## config.mk

```make
export PLATFORM = sky130hd
export DESIGN_NAME = capture_arbiter
export DESIGN_NICKNAME = d
export VERILOG_FILES = /design/src/rtl/capture_arbiter.sv
export SDC_FILE = /design/constraint.sdc
export NUM_CORES = 1
export LEC_CHECK = 0
export ABC_AREA = 1
export BUFFER_PORTS_ARGS = -buffer_cell sky130_fd_sc_hd__clkbuf_2
export CAP_MARGIN = 20
export CORE_MARGIN = 1.5
export CORE_UTILIZATION = 50
export CTS_CLUSTER_DIAMETER = 80
export DETAILED_ROUTE_END_ITERATION = 8
export GPL_TIMING_DRIVEN = 0
export HOLD_SLACK_MARGIN = 0.03
export PLACE_DENSITY = 0.77
export REMOVE_ABC_BUFFERS = 1
export SETUP_SLACK_MARGIN = 0.2
export SLEW_MARGIN = 10
export SYNTH_ARGS = -nofsm -noshare
export SYNTH_HDL_FRONTEND = slang
export SYNTH_SLANG_ARGS = --single-unit
export TNS_END_PERCENT = 5
```

## constraint.sdc

```tcl
create_clock -name clk -period 5.8 [get_ports clk]
set_clock_uncertainty 0.1 [all_clocks]
set_input_delay 0.29 -clock clk [delete_from_list [all_inputs] [get_ports clk]]
set_output_delay 0.29 -clock clk [all_outputs]
set_load 0.03 [all_outputs]
```

## src/rtl/capture_arbiter.sv

```systemverilog
// Two-channel logic capture engine: samples sig0/sig1 into a byte buffer after an
// arm command, then streams a header, the channel mask and the captured bytes to a UART.
module capture_arbiter #(
  parameter int         DEPTH = 16,
  parameter int         DECIM = 4,
  parameter logic [7:0] HDR   = 8'hA5
) (
  input  logic       clk,
  input  logic       rst,
  input  logic       sig0,
  input  logic       sig1,
  input  logic       blank,
  input  logic       cmd_stb,
  input  logic [7:0] cmd_dat,
  input  logic       tx_busy,
  output logic       tx_stb,
  output logic [7:0] tx_dat,
  output logic       busy,
  output logic [1:0] chan,
  output logic [2:0] dbg_state
);

  localparam int DW = (DECIM > 1) ? $clog2(DECIM) : 1;
  localparam int IW = $clog2(DEPTH) + 1;
  localparam int AW = IW - 1;
  localparam logic [DW-1:0] DEC_LAST  = DW'(DECIM - 1);
  localparam logic [IW-1:0] WIDX_LAST = IW'(DEPTH - 1);
  localparam logic [IW-1:0] IDX_ONE   = IW'(DEPTH - 1);
  localparam logic [IW-1:0] IDX_BOTH  = IW'(2 * DEPTH - 1);

  typedef enum logic [2:0] {S_IDLE, S_ARM, S_CAPTURE, S_HDR, S_SEND, S_WAIT} state_t;
  typedef enum logic [1:0] {PH_HDR, PH_CHAN, PH_DATA} phase_t;

  // tx_stb/tx_dat are valid together for exactly one cycle; the sink signals it cannot
  // take a byte by holding tx_busy high, and a byte is only launched when tx_busy was low.

  state_t        state_q, state_d;
  phase_t        phase_q, phase_d;
  logic [1:0]    chan_q, chan_d;
  logic [DW-1:0] dec_q, dec_d;
  logic [2:0]    bit_q, bit_d;
  logic [6:0]    sh0_q, sh0_d, sh1_q, sh1_d;
  logic [IW-1:0] widx_q, widx_d;
  logic [IW-1:0] idx_q, idx_d;
  logic          last_q, last_d;
  logic          tx_stb_q, tx_stb_d;
  logic [7:0]    tx_dat_q, tx_dat_d;
  logic          busy_q, busy_d;

  logic [7:0]    buf0_q [DEPTH];
  logic [7:0]    buf1_q [DEPTH];
  logic          wr_en;
  logic [AW-1:0] wr_addr, rd_addr;
  logic          rd_sel1, abort;
  logic [7:0]    rd_byte;

  assign wr_addr = widx_q[AW-1:0];
  // Interleaved mode walks ch0/ch1 alternately, so the LSB picks the channel.
  assign rd_addr = (chan_q == 2'b11) ? idx_q[IW-1:1] : idx_q[AW-1:0];
  assign rd_sel1 = (chan_q == 2'b10) || ((chan_q == 2'b11) && idx_q[0]);
  assign rd_byte = rd_sel1 ? buf1_q[rd_addr] : buf0_q[rd_addr];
  assign abort   = cmd_stb && (cmd_dat == 8'h58);

  always_comb begin
    state_d  = state_q;
    phase_d  = phase_q;
    chan_d   = chan_q;
    dec_d    = dec_q;
    bit_d    = bit_q;
    sh0_d    = sh0_q;
    sh1_d    = sh1_q;
    widx_d   = widx_q;
    idx_d    = idx_q;
    last_d   = last_q;
    tx_stb_d = 1'b0;
    tx_dat_d = tx_dat_q;
    wr_en    = 1'b0;
    case (state_q)
      S_IDLE: begin
        if (cmd_stb) begin
          case (cmd_dat)
            8'h30:   begin chan_d = 2'b01; state_d = S_ARM; end
            8'h31:   begin chan_d = 2'b10; state_d = S_ARM; end
            8'h42:   begin chan_d = 2'b11; state_d = S_ARM; end
            default: ;
          endcase
          dec_d   = '0;
          bit_d   = '0;
          sh0_d   = '0;
          sh1_d   = '0;
          widx_d  = '0;
          idx_d   = '0;
          last_d  = 1'b0;
          phase_d = PH_HDR;
        end
      end
      S_ARM: if (!blank) state_d = S_CAPTURE;
      S_CAPTURE: begin
        if (!blank) begin
          dec_d = (dec_q == DEC_LAST) ? '0 : dec_q + DW'(1);
          if (dec_q == '0) begin
            sh0_d = {sh0_q[5:0], sig0};
            sh1_d = {sh1_q[5:0], sig1};
            bit_d = bit_q + 3'd1;
            if (bit_q == 3'd7) begin
              wr_en = 1'b1;
              if (widx_q == WIDX_LAST) begin
                widx_d  = '0;
                state_d = S_HDR;
                phase_d = PH_HDR;
              end else begin
                widx_d = widx_q + IW'(1);
              end
            end
          end
        end
      end
      S_HDR: begin
        if (!tx_busy) begin
          tx_stb_d = 1'b1;
          tx_dat_d = (phase_q == PH_HDR) ? HDR : {6'b0, chan_q};
          state_d  = S_WAIT;
        end
      end
      S_SEND: begin
        if (!tx_busy) begin
          tx_stb_d = 1'b1;
          tx_dat_d = rd_byte;
          state_d  = S_WAIT;
          if (idx_q == ((chan_q == 2'b11) ? IDX_BOTH : IDX_ONE)) last_d = 1'b1;
          else idx_d = idx_q + IW'(1);
        end
      end
      S_WAIT: begin
        case (phase_q)
          PH_HDR:  begin phase_d = PH_CHAN; state_d = S_HDR;  end
          PH_CHAN: begin phase_d = PH_DATA; state_d = S_SEND; end
          default: begin
            if (last_q) begin
              state_d = S_IDLE;
              chan_d  = 2'b00;
            end else begin
              state_d = S_SEND;
            end
          end
        endcase
      end
      default: state_d = S_IDLE;
    endcase
    if (abort) begin
      state_d  = S_IDLE;
      chan_d   = 2'b00;
      tx_stb_d = 1'b0;
    end
    busy_d = (state_d != S_IDLE);
  end

  always_ff @(posedge clk) begin
    if (!rst) begin
      state_q  <= S_IDLE;
      phase_q  <= PH_HDR;
      chan_q   <= 2'b00;
      dec_q    <= '0;
      bit_q    <= '0;
      sh0_q    <= '0;
      sh1_q    <= '0;
      widx_q   <= '0;
      idx_q    <= '0;
      last_q   <= 1'b0;
      tx_stb_q <= 1'b0;
      tx_dat_q <= 8'h00;
      busy_q   <= 1'b0;
    end else begin
      state_q  <= state_d;
      phase_q  <= phase_d;
      chan_q   <= chan_d;
      dec_q    <= dec_d;
      bit_q    <= bit_d;
      sh0_q    <= sh0_d;
      sh1_q    <= sh1_d;
      widx_q   <= widx_d;
      idx_q    <= idx_d;
      last_q   <= last_d;
      tx_stb_q <= tx_stb_d;
      tx_dat_q <= tx_dat_d;
      busy_q   <= busy_d;
    end
  end

  always_ff @(posedge clk) begin
    if (rst && wr_en) begin
      buf0_q[wr_addr] <= {sh0_q, sig0};
      buf1_q[wr_addr] <= {sh1_q, sig1};
    end
  end

  assign tx_stb    = tx_stb_q;
  assign tx_dat    = tx_dat_q;
  assign busy      = busy_q;
  assign chan      = chan_q;
  assign dbg_state = state_q;

endmodule

```

* Word level (Yosys, flattened, before mapping)
Memory sizes are Yosys's and may differ from the RTL's.
Cells that the tools add are included.
W data, S select, Z words.
** Storage, ports and cells
- Memories kept :: 2
- Output and inout port bits :: 15
- Bits in latches :: 0
- Bits of input ports :: 15
- Memory bits (read-only) :: 0
- Bits in writable memories :: 256
- Word-level logic and storage cells :: 141
- Register bits after elaboration :: 47
** Memories
- buf0_q :: words 16, bits a word 8, read ports 1, clocked after Yosys merged registers in 0, wr ports 1, RTL line 50 : logic [7:0] buf0_q [DEPTH];
- buf1_q :: words 16, bits a word 8, read ports 1, clocked after Yosys merged registers in 0, wr ports 1, RTL line 51 : logic [7:0] buf1_q [DEPTH];
** Operators by class
- $lt $le $gt $ge :: 0
- $mul :: 0
- Bitwise operators :: 2
- Divide/modulo/power cells :: 0
- Multiplexer cells :: 65
- Add/sub/neg operators :: 4
- Reduce and logical (&&, ||, !) cells :: 26
- Shift-type cells :: 0
- Equality and inequality tests :: 29
** Operators by type and width (count)
- $mux W5 :: 8
- $mux W3 :: 13
- $mux W7 :: 5
- $mux W8 :: 4
- $pmux W7 S2 :: 2
- $ne A2 B2 Y1 const B :: 11
- $mux W2 :: 10
- $pmux W5 S2 :: 2
- $eq A8 B6 Y1 const B :: 2
- $eq A8 B7 Y1 const B :: 2
- $pmux W8 S2 :: 1
- $pmux W3 S5 :: 1
- $pmux W2 S2 :: 3
- $pmux W2 S3 :: 2
- $pmux W3 S2 :: 2
- $reduce_and A4 Y1 :: 3
- $add A5 B1 Y5 const B :: 2
- $mux W1 :: 10
- $reduce_and A5 Y1 :: 2
- $eq A3 B3 Y1 const B :: 3
- $reduce_bool A2 Y1 :: 4
- $reduce_and A7 Y1 :: 1
- $eq A2 B2 Y1 const B :: 3
- $eq A3 B2 Y1 const B :: 2
- other kinds (19) :: 28

* Logic depth before layout (Yosys ltp)
Gate-level depths: netlist (run 1).
- Word-level depth :: 8
- Mapped depth :: 14
- Mapped depth without buffers :: 11

* Worst setup path before layout (run 1)
No wires, ideal clock.
- Kind :: register -> register
- Start :: register state_q[1], in the netlist dbg_state[1]
- End :: memory buf0_q[15][0] (enable)
- Slack :: 3.143 ns
- Path buffers :: 0
- Cell stages (with the launch flop) :: 5
- Period minus slack after synthesis :: 2.657 ns
- Data required time :: 5.291 ns
- Arrival :: 2.148 ns
- Cells stage by stage :: dfxtp_1 nand2_1 nor2_2 nand2_1 nor3_1
** On the way
- Longest elaborated chain between the ends :: 5
** RTL lines
- start: declaration :: RTL line 37 : state_t state_q, state_d;
- start signal: assignment :: RTL line 174 : state_q <= state_d;
- $eq A3 B2 Y1 :: RTL line 78 : case (state_q)
- $mux W1 :: RTL line 78
- $logic_and A1 B1 Y1 :: RTL line 191 : if (rst && wr_en) begin
- $mux W1 :: RTL line 191
- $mux W1 (implied by the code) :: RTL line 192 : buf0_q[wr_addr] <= {sh0_q, sig0};
- end: declaration :: RTL line 50
Every way passes these cells.

* Final worst setup path (run 1)
- Start :: register chan_q[0], in the netlist chan[0]
- End :: register tx_dat_q[7], in the netlist tx_dat[7]
** On the way
- Longest elaborated chain between the ends :: 6
- Elaborated cells on any way between the ends :: 10
- Those cells by class :: 2 x eq/ne; 4 x mux; 2 x reduce/logical; 2 x memory
** RTL lines
- start: declaration :: RTL line 39 : logic [1:0] chan_q, chan_d;
- start signal: assignment :: RTL line 176 : chan_q <= chan_d;
- $eq A2 B2 Y1 :: RTL line 59, 60
- $mux W4 or $logic_and A1 B1 Y1 (tied branches) :: RTL line 59, 60
- $mem_v2 Z16 W8, or another cell as far along
- $mux W8 (*) :: RTL line 61 : assign rd_byte = rd_sel1 ? buf1_q[rd_addr] : buf0_q[rd_addr];
- $mux W8 (*) :: RTL line 126 : if (!tx_busy) begin
- $pmux W8 S2 (*) :: RTL line 78
- end signal: assignment :: RTL line 185 : tx_dat_q <= tx_dat_d;
- end: declaration :: RTL line 47 : logic [7:0] tx_dat_q, tx_dat_d;
Mark *: on every way between the ends. The rest lies on a longest branch, timed or not. The select of a mux whose other input is x is not followed.
A chain may end at the register's enable or synchronous reset.

==> results of run 1 <==
## registers in the layout, indices dropped and copies added (netlist names)
name,flops
bit_q,3
buf0_q,128
buf1_q,128
busy,1
chan,2
dbg_state,3
dec_q,2
idx_q,5
last_q,1
phase_q,2
sh0_q,7
sh1_q,7
tx_dat,8
tx_stb,1
widx_q,5
## routing by layer
metal	global-route usage [%]	share of wire (%)	up-vias
met4	12.9	5.1	0
met2	39.7	48	484
met3	4.35	8.4	126
li1	-	-	4405
met1	28.9	38	4469
met5	0	0	-
## power groups by stage
stage / registers (mW) / clock network (mW) / logic (mW)
global placement: 2.38 / 0 / 0.147
detailed placement: 2.38 / 0 / 0.157
finish: 2.33 / 1.73 / 0.164
CTS: 2.33 / 1.74 / 0.159
global route: 2.33 / 1.81 / 0.180
floorplan: 2.38 / 0 / 0.0989
## worst min-delay path by stage
stage	cells after the start	to	from	slack (ns)
2_1_floorplan	0	buf0_q[0][0]$_DFFE_PP_	sig0	0.29
6_report	1	buf0_q[4][0]$_DFFE_PP_	sig0	0.05
3_5_place_dp	2	widx_q[4]$_SDFFE_PN0P_	widx_q[4]$_SDFFE_PN0P_	0.35
3_3_place_gp	2	widx_q[4]$_SDFFE_PN0P_	widx_q[4]$_SDFFE_PN0P_	0.34
5_1_grt	4	tx_dat[6]$_SDFFE_PN0P_	tx_busy	0.09
4_1_cts	1	buf1_q[4][0]$_DFFE_PP_	sig1	0.04
## cells by family after synthesis
logic type	count (synthesis)
AO/OA/AOI/OAI	77
XOR/XNOR	1
adder cells (fa/ha/maj)	9
buffers and inverters	218
flip-flops	303
AND/OR/NAND/NOR	682
## repair_timing
action                    CTS  global route
setup buffers               0             0
hold endpoints to repair    2             0
hold buffers                1             0
## area by class of cell
| class | instances | share of cell area [%] |
|---|---|---|
| sequential | 303 | 58.4 |
| multi-input combinational | 769 | 24.8 |
| inverter | 156 | 3.96 |
| tap | 335 | 2.84 |
| clock buffer | 43 | 5.54 |
| timing repair buffer | 55 | 4.17 |
| clock inverter | 9 | 0.288 |
## cells in the mapped netlist (all sizes together), types with 3 or more instances
master    n
a211oi    3
a21oi    40
buf      42
clkbuf   20
dfxtp    47
edfxtp  256
ha        9
inv     156
nand2   346
nand3   258
nand3b   19
nor2     41
nor3     10
o211ai    6
o21ai    20
## worst reg2reg max path, cell delays in order, from the launching register on
cell and delay, ns:
dfxtp_1 0.38, nand2_1 0.44, nand2_1 0.63, buf_16 0.37
nand2_8 0.51, nand2_1 0.29, nand2_1 0.11, nand2_1 0.05
nand3_1 0.08, nand3_1 0.12, nand3_1 0.13, nand3_1 0.26
a21oi_1 0.22
==> impl_metrics.ini, run 1 <==
[run_status]
status = completed

[routing]
drc_errors = 0
antenna_left = 0
dr_total_vias = 9484
wl_per_cell_um = 18.8
vias_per_cell = 5.68
drt_iter0_drc = 844
firstDrtPassIters = 5
routed_wl_mm = 31.5

[setup_path]
cp_num_cells = 12
crit_path_start = chan[0]$_SDFFE_PP0P_
worstPathRequired_ns = 6.19
r2r_start = chan[0]$_SDFFE_PP0P_
max_stage_delay_ns = 0.62
critPathArrivalTime_ns = 4.13
cp_max_fo = 133
cp-endpoint = tx_dat[7]$_SDFFE_PN0P_
r2r_cells = 12
endpoint_kind = flop
crit_path_top_delay_cell = nand2_1
cp_num_buf_inv = 1
cp_cell_sequence = nand2_1 > nand2_1 > buf_16 > nand2_8 > nand2_1 > nand2_1 > nand2_1 > nand3_1 > nand3_1 > nand3_1 > nand3_1 > a21oi_1
crit_top_cell = nand2_1
startpoint_type = flop
rr_endpoint = tx_dat[7]$_SDFFE_PN0P_
rrSetupSlack_ns = 2.06
critPathTopFamily = simple AND/OR/NAND/NOR gates
path_class = reg -> reg

[yosys]
synthArstFlopShare_pct = 0
synth_area_per_cell_um2 = 10.2
yosys_warnings = 0
synth_mux_area_share_pct = 0
yosys.area.top_type = edfxtp_1
ys_seq_elements = 303
yosys.area_share.adder_pct = 0.857
yosys.area_share.simple_pct = 22.8
yosysTopAreaCellShare_pct = 58.5
synth-seq-area-share_pct = 65.7
synth_top_family_by_area = simple AND/OR/NAND/NOR gates
synth.distinct_cells = 34
ys.flop_type = edfxtp_1
synth-edff-count = 256
synth-xor-area-share_pct = 0.0667
synth_area_um2 = 13100
synth_area_leaders = edfxtp_1 59%, nand3_1 9.8%, nand2_1 9.8%
synth_compound_area_share_pct = 3.50
synthCells = 1290

[pwr]
ir_drop_uv = 202
power.total_mw = 4.23
switching_share_pct = 20.7
p_leak_nw = 5.83
power.density_nw_per_um2 = 286
p_seq_share_pct = 55.2
p_clk_share_pct = 40.9
p_comb_share_pct = 3.9
internal-power_mw = 3.35
p_switching_uw = 875

[sta]
worst_hold_slack_ns = 0.0493
hold_viol = 0
max_freq_mhz = 267
tightest_slew_ns = 0.972
slew_violations = 0
rsz0062_at_grt = no
relSlewSlack_pct = 35.2
finalWorstSetupSlack_ns = 2.06
fin_crit_sh_pct = 64.5
finalSetupTns_ns = 0
post-route-min-period_ns = 3.74
setup_violations = 0

[final_layout]
multi_input_area_um2 = 3660
post-route-util_pct = 57.0
ff_latch_area_um2 = 8630
final_cells = 1670
area_growth_pct = 12.5
layout_common_cells = 344 x nand2_1, 257 x nand3_1, 256 x edfxtp_1
fin_area_um2 = 14800
nNetsFinal = 1338
drive_above_1_share_pct = 9.06
num_antenna_cells = 0
nFillCells = 2027
mostFrequentLayoutCell = nand2_1

[global_routing]
grt_pass1_vias = 9065
antenna_found_initial = 0
grt.total_usage_pct = 23.6
grt_pass1_wl_mm = 48.4
overflow = 0
grt_max_degree = 134

[placement]
post-dp-hpwl_mm = 18.7
finalWeightedCongestion = 0.802
place_ws_ns = 2.18
port_buffers = 29
dp_cells = 1614
place_area_um2 = 13800

[floorplanning]
rows = 59
dieArea_um2 = 27300
start_util_pct = 50.7
fp.dieW_um = 165
ios = 30
dieHeight_um = 165
coreArea_um2 = 25900

[cts]
insertion_delay_ns = 0.55
htreeDepth = 1
clock_sinks = 303
clk_path_buf_depth = 3
cts.reportedPaths.clkPinSlew_ns = 0.07
cts_root_buffer = clkbuf_16
cts-resized-gates = 0
cts_tree = built
cts_buffers = 29

[worst_hold_path]
min_path_type = in -> reg

[flow_run]
max_cap_viol_count = 0
Note: power is estimated with default switching activity, not from simulation.
==> run 2, diff against run 1 <==
==> constraint.sdc (replaced) <==
create_clock -name clk -period 3.55 [get_ports clk]
set_clock_uncertainty 0.1 [all_clocks]
set_input_delay 0.1775 -clock clk [delete_from_list [all_inputs] [get_ports clk]]
set_output_delay 0.1775 -clock clk [all_outputs]
set_load 0.03 [all_outputs]
==> impl_metrics.ini, run 2 (synthesized netlist as in run 1, its figures left out) <==
[placement]
post-dp-hpwl_mm = 18.7
dp_cells = 1614
port_buffers = 29
finalWeightedCongestion = 0.802

[final_layout]
area_growth_pct = 13.6
post-route-util_pct = 57.6
final_cells = 1684
nNetsFinal = 1352
nFillCells = 2017
multi_input_area_um2 = 3690
layout_common_cells = 343 x nand2_1, 257 x nand3_1, 256 x edfxtp_1
num_antenna_cells = 0
drive_above_1_share_pct = 9.04
mostFrequentLayoutCell = nand2_1
ff_latch_area_um2 = 8630

[flow_run]
max_cap_viol_count = 0

[routing]
firstDrtPassIters = 6
vias_per_cell = 5.66
drt_iter0_drc = 943
routed_wl_mm = 32.0
wl_per_cell_um = 19.0
antenna_left = 0
dr_total_vias = 9535
drc_errors = 0

[setup_path]
crit_top_cell = nand3_1
max_stage_delay_ns = 0.99
endpoint_kind = flop
critPathTopFamily = simple AND/OR/NAND/NOR gates
startpoint_type = flop
worstPathRequired_ns = 3.88
critPathArrivalTime_ns = 3.71
cp_num_cells = 9
path_class = reg -> reg
cp_cell_sequence = nand3_2 > nand2_4 > nand2_1 > nand3_1 > nand3_1 > nand3_1 > nand3_1 > nand3_1 > a21oi_1
crit_path_top_delay_cell = nand2_4
r2r_cells = 9
cp_num_buf_inv = 0
cp_max_fo = 66

[global_routing]
overflow = 0
grt_pass1_vias = 9150
grt.total_usage_pct = 23.8
grt_max_degree = 134
grt_pass1_wl_mm = 48.7
antenna_found_initial = 0

[pwr]
power.density_nw_per_um2 = 464
ir_drop_uv = 298
p_leak_nw = 5.92
power.total_mw = 6.92

[cts]
cts_buffers = 29
postCtsSetupBuffers = 0
cts.reportedPaths.clkPinSlew_ns = 0.06
cts_tree = built
insertion_delay_ns = 0.56
clock_sinks = 303
cts_root_buffer = clkbuf_16
htreeDepth = 1
clk_path_buf_depth = 3

[sta]
worst_hold_slack_ns = 0.0636
setup_violations = 0
tightest_slew_ns = 0.982
slew_violations = 0
finalSetupTns_ns = 0
post-route-min-period_ns = 3.38
relSlewSlack_pct = 34.5
max_freq_mhz = 296
hold_viol = 0
fin_crit_sh_pct = 95.1
rsz0062_at_grt = yes

[floorplanning]
ios = 30
dieHeight_um = 165
coreArea_um2 = 25900
dieArea_um2 = 27300
rows = 59
fp.dieW_um = 165
start_util_pct = 50.7

[worst_hold_path]
hold_path_depth = 7
min_path_type = in -> reg

[run_status]
status = completed
[run 2: cell types whose count changed in the layout (fill, tap and decap cells not counted), sizes merged]
cell | previous run | this run
dlygate4sd3 | 1 | 15
nand2 | 346 | 347
buf | 25 | 24
[run 2: worst paths after layout]
check	end	slack, ns	startpoint
min reg2reg	widx_q[4]$_SDFFE_PN0P_	0.35	widx_q[4]$_SDFFE_PN0P_
min	chan[1]$_SDFFE_PP0P_	0.06	cmd_dat[6]
max	tx_dat[0]$_SDFFE_PN0P_	0.17	chan[1]$_SDFFE_PP0P_
max reg2reg	tx_dat[0]$_SDFFE_PN0P_	0.17	chan[1]$_SDFFE_PP0P_
[run 2: final cells by class]
class / count / area share (%)
repair buffers: 68 / 4.97
inverters: 156 / 3.92
clock inverters: 9 / 0.285
multi-input cells: 770 / 24.7
flip-flops and latches: 303 / 57.8
clock buffers: 43 / 5.48
well taps: 335 / 2.81
[run 2: report_power, final]
| group | internal [mW] | total [mW] | switching [mW] | leakage, nW |
|---|---|---|---|---|
| Combinational | 0.0977 | 0.279 | 0.181 | 2.78 |
| Sequential | 3.81 | 3.81 | 0.00420 | 2.72 |
| Clock | 1.58 | 2.83 | 1.24 | 0.422 |
[run 2: metal layers]
metal	track usage [%]	up-vias	share of wire [%]
met5	0	-	0
li1	-	4426	-
met1	29.1	4531	38
met4	12.9	0	4.6
met2	40.1	461	49
met3	4.35	117	8.3
[run 2: stage by stage]
stage               setup slack [ns]  area, µm²
floorplan                     -0.137      12800
global placement               -1.71      13400
detailed placement           -0.0724      13800
CTS                            0.106      14900
global route                  0.0800      14900
finish                         0.174      14900
[run 2: what timing repair did]
action	in CTS	in global routing
resized for setup	2	1
cloned	0	1
hold endpoints to repair	54	0
hold buffers	15	0
setup endpoints to repair	101	14
pin swaps	0	1
[run 2: tightest hold or removal path, cell delays in order]
cell and delay (ns):
clkbuf_2 0.09, nand2_1 0.08, nor3_1 0.05, nand3_1 0.08, nand2_1 0.06, nand3_1 0.07, a21oi_1 0.05
==> run 3, diff against run 2 <==
--- a/config.mk
+++ b/config.mk
@@ -9,12 +9,12 @@
 export BUFFER_PORTS_ARGS = -buffer_cell sky130_fd_sc_hd__clkbuf_2
 export CAP_MARGIN = 20
 export CORE_MARGIN = 1.5
-export CORE_UTILIZATION = 50
+export CORE_UTILIZATION = 55
 export CTS_CLUSTER_DIAMETER = 80
 export DETAILED_ROUTE_END_ITERATION = 8
 export GPL_TIMING_DRIVEN = 0
 export HOLD_SLACK_MARGIN = 0.03
-export PLACE_DENSITY = 0.77
+export PLACE_DENSITY = 0.82
 export REMOVE_ABC_BUFFERS = 1
 export SETUP_SLACK_MARGIN = 0.2
 export SLEW_MARGIN = 10
==> impl_metrics.ini, run 3 (synthesized netlist as in run 1, its figures left out) <==
[run_status]
status = completed

[routing]
wl_per_cell_um = 20.1
dr_total_vias = 9757
firstDrtPassIters = 5
drc_errors = 0
antenna_left = 0
routed_wl_mm = 33.5
drt_iter0_drc = 1348
vias_per_cell = 5.85

[sta]
post-route-min-period_ns = 3.14
setup_violations = 0
worst_hold_slack_ns = 0.0933
fin_crit_sh_pct = 88.5
max_freq_mhz = 318
hold_viol = 0
slew_violations = 0
tightest_slew_ns = 0.829
finalSetupTns_ns = 0
rsz0062_at_grt = no
relSlewSlack_pct = 44.6

[cts]
htreeDepth = 1
clk_path_buf_depth = 3
insertion_delay_ns = 0.56
cts.reportedPaths.clkPinSlew_ns = 0.06
cts_tree = built
cts_buffers = 29
cts_root_buffer = clkbuf_16
clock_sinks = 303

[setup_path]
r2r_start = dbg_state[1]$_SDFF_PN0_
cp_max_fo = 14
crit_top_cell = nand2_1
path_class = reg -> reg
max_stage_delay_ns = 0.64
startpoint_type = flop
worstPathRequired_ns = 3.71
crit_path_start = dbg_state[1]$_SDFF_PN0_
endpoint_kind = flop
crit_path_top_delay_cell = nor2_2
critPathArrivalTime_ns = 3.30
cp_cell_sequence = nand2_1 > nor2_2 > nand2_1 > nor2_1 > nand2_1 > nor2_2 > buf_8

[floorplanning]
coreArea_um2 = 23500
dieArea_um2 = 24800
ios = 30
dieHeight_um = 158
start_util_pct = 56.0
rows = 56
fp.dieW_um = 158

[final_layout]
nFillCells = 1586
drive_above_1_share_pct = 9.79
layout_common_cells = 343 x nand2_1, 257 x nand3_1, 256 x edfxtp_1
mostFrequentLayoutCell = nand2_1
num_antenna_cells = 0
post-route-util_pct = 64.1
nNetsFinal = 1349
area_growth_pct = 14.6

[pwr]
power.total_mw = 7.30
ir_drop_uv = 347
p_leak_nw = 5.99
power.density_nw_per_um2 = 485

[placement]
port_buffers = 29
finalWeightedCongestion = 0.814
post-dp-hpwl_mm = 19.1

[global_routing]
grt_max_degree = 68
grt_pass1_vias = 9264
grt_pass1_wl_mm = 50.3
grt.total_usage_pct = 27.2
overflow = 0
antenna_found_initial = 0

[flow_run]
max_cap_viol_count = 0

[worst_hold_path]
min-delay-start = cmd_dat[4]
min_path_type = in -> reg
[run 3: changes by cell type in the layout (fill, tap and decap cells not counted), sizes merged]
cell	change
clkbuf	-4
clkinv	+2
bufinv	+4
dlygate4sd3	-3
[run 3: metal layers]
layer	wire (µm)	up-vias	track usage, %
met2	16100	656	46.5
met3	3820	139	4.90
li1	-	4426	-
met4	1600	0	13.0
met5	0	-	0
met1	11900	4536	33.4
[run 3: worst paths after layout]
path	end	slack [ns]	cells past startpoint
worst max register to register	buf0_q[2][7]$_DFFE_PP_	0.41	7
worst max-delay path	buf0_q[2][7]$_DFFE_PP_	0.41	7
worst min register to register	widx_q[4]$_SDFFE_PN0P_	0.36	2
worst min-delay path	dbg_state[1]$_SDFF_PN0_	0.09	4
[run 3: final cells by class]
cell class / count / area, µm² / share of cell area, %
sequential: 303 / 8630 / 57.3
multi-input combinational: 770 / 3710 / 24.7
clock buffer: 39 / 823 / 5.47
timing repair buffer: 65 / 727 / 4.83
inverter: 156 / 588 / 3.91
tap: 319 / 399 / 2.65
clock inverter: 15 / 178 / 1.18
[run 3: repair_timing]
item / 4_1_cts / 5_1_grt
gates cloned: 1 / 0
pin swaps: 0 / 1
hold buffers: 12 / 0
buffers inserted: 0 / 1
hold endpoints to repair: 52 / 0
setup endpoints to repair: 8 / 8
gates resized for setup: 1 / 6
[run 3: power by group]
part           switching, mW  internal [mW]  total [mW]  leakage [nW]
Sequential           0.00450           3.81        3.81          2.72
Clock                   1.29           1.91        3.20         0.496
Combinational          0.188         0.0949       0.283          2.78
Total                   1.49           5.81        7.30          5.99
[run 3: metrics by stage]
| stage | setup slack (ns) | area [µm²] | instances |
|---|---|---|---|
| floorplan | -0.137 | 12800 | 1228 |
| global placement | -1.66 | 13300 | 1576 |
| detailed placement | 0.00333 | 13900 | 1598 |
| CTS | 0.273 | 15000 | 1665 |
| global route | 0.226 | 15100 | 1667 |
| finish | 0.409 | 15100 | 1667 |
[run 3: critical path, delay by kind of cell, from the launching register on]
| family | cells | cell delay, ns |
|---|---|---|
| flops | 1 | 0.42 |
| buf+inv | 1 | 0.26 |
| simple gates | 6 | 2.06 |
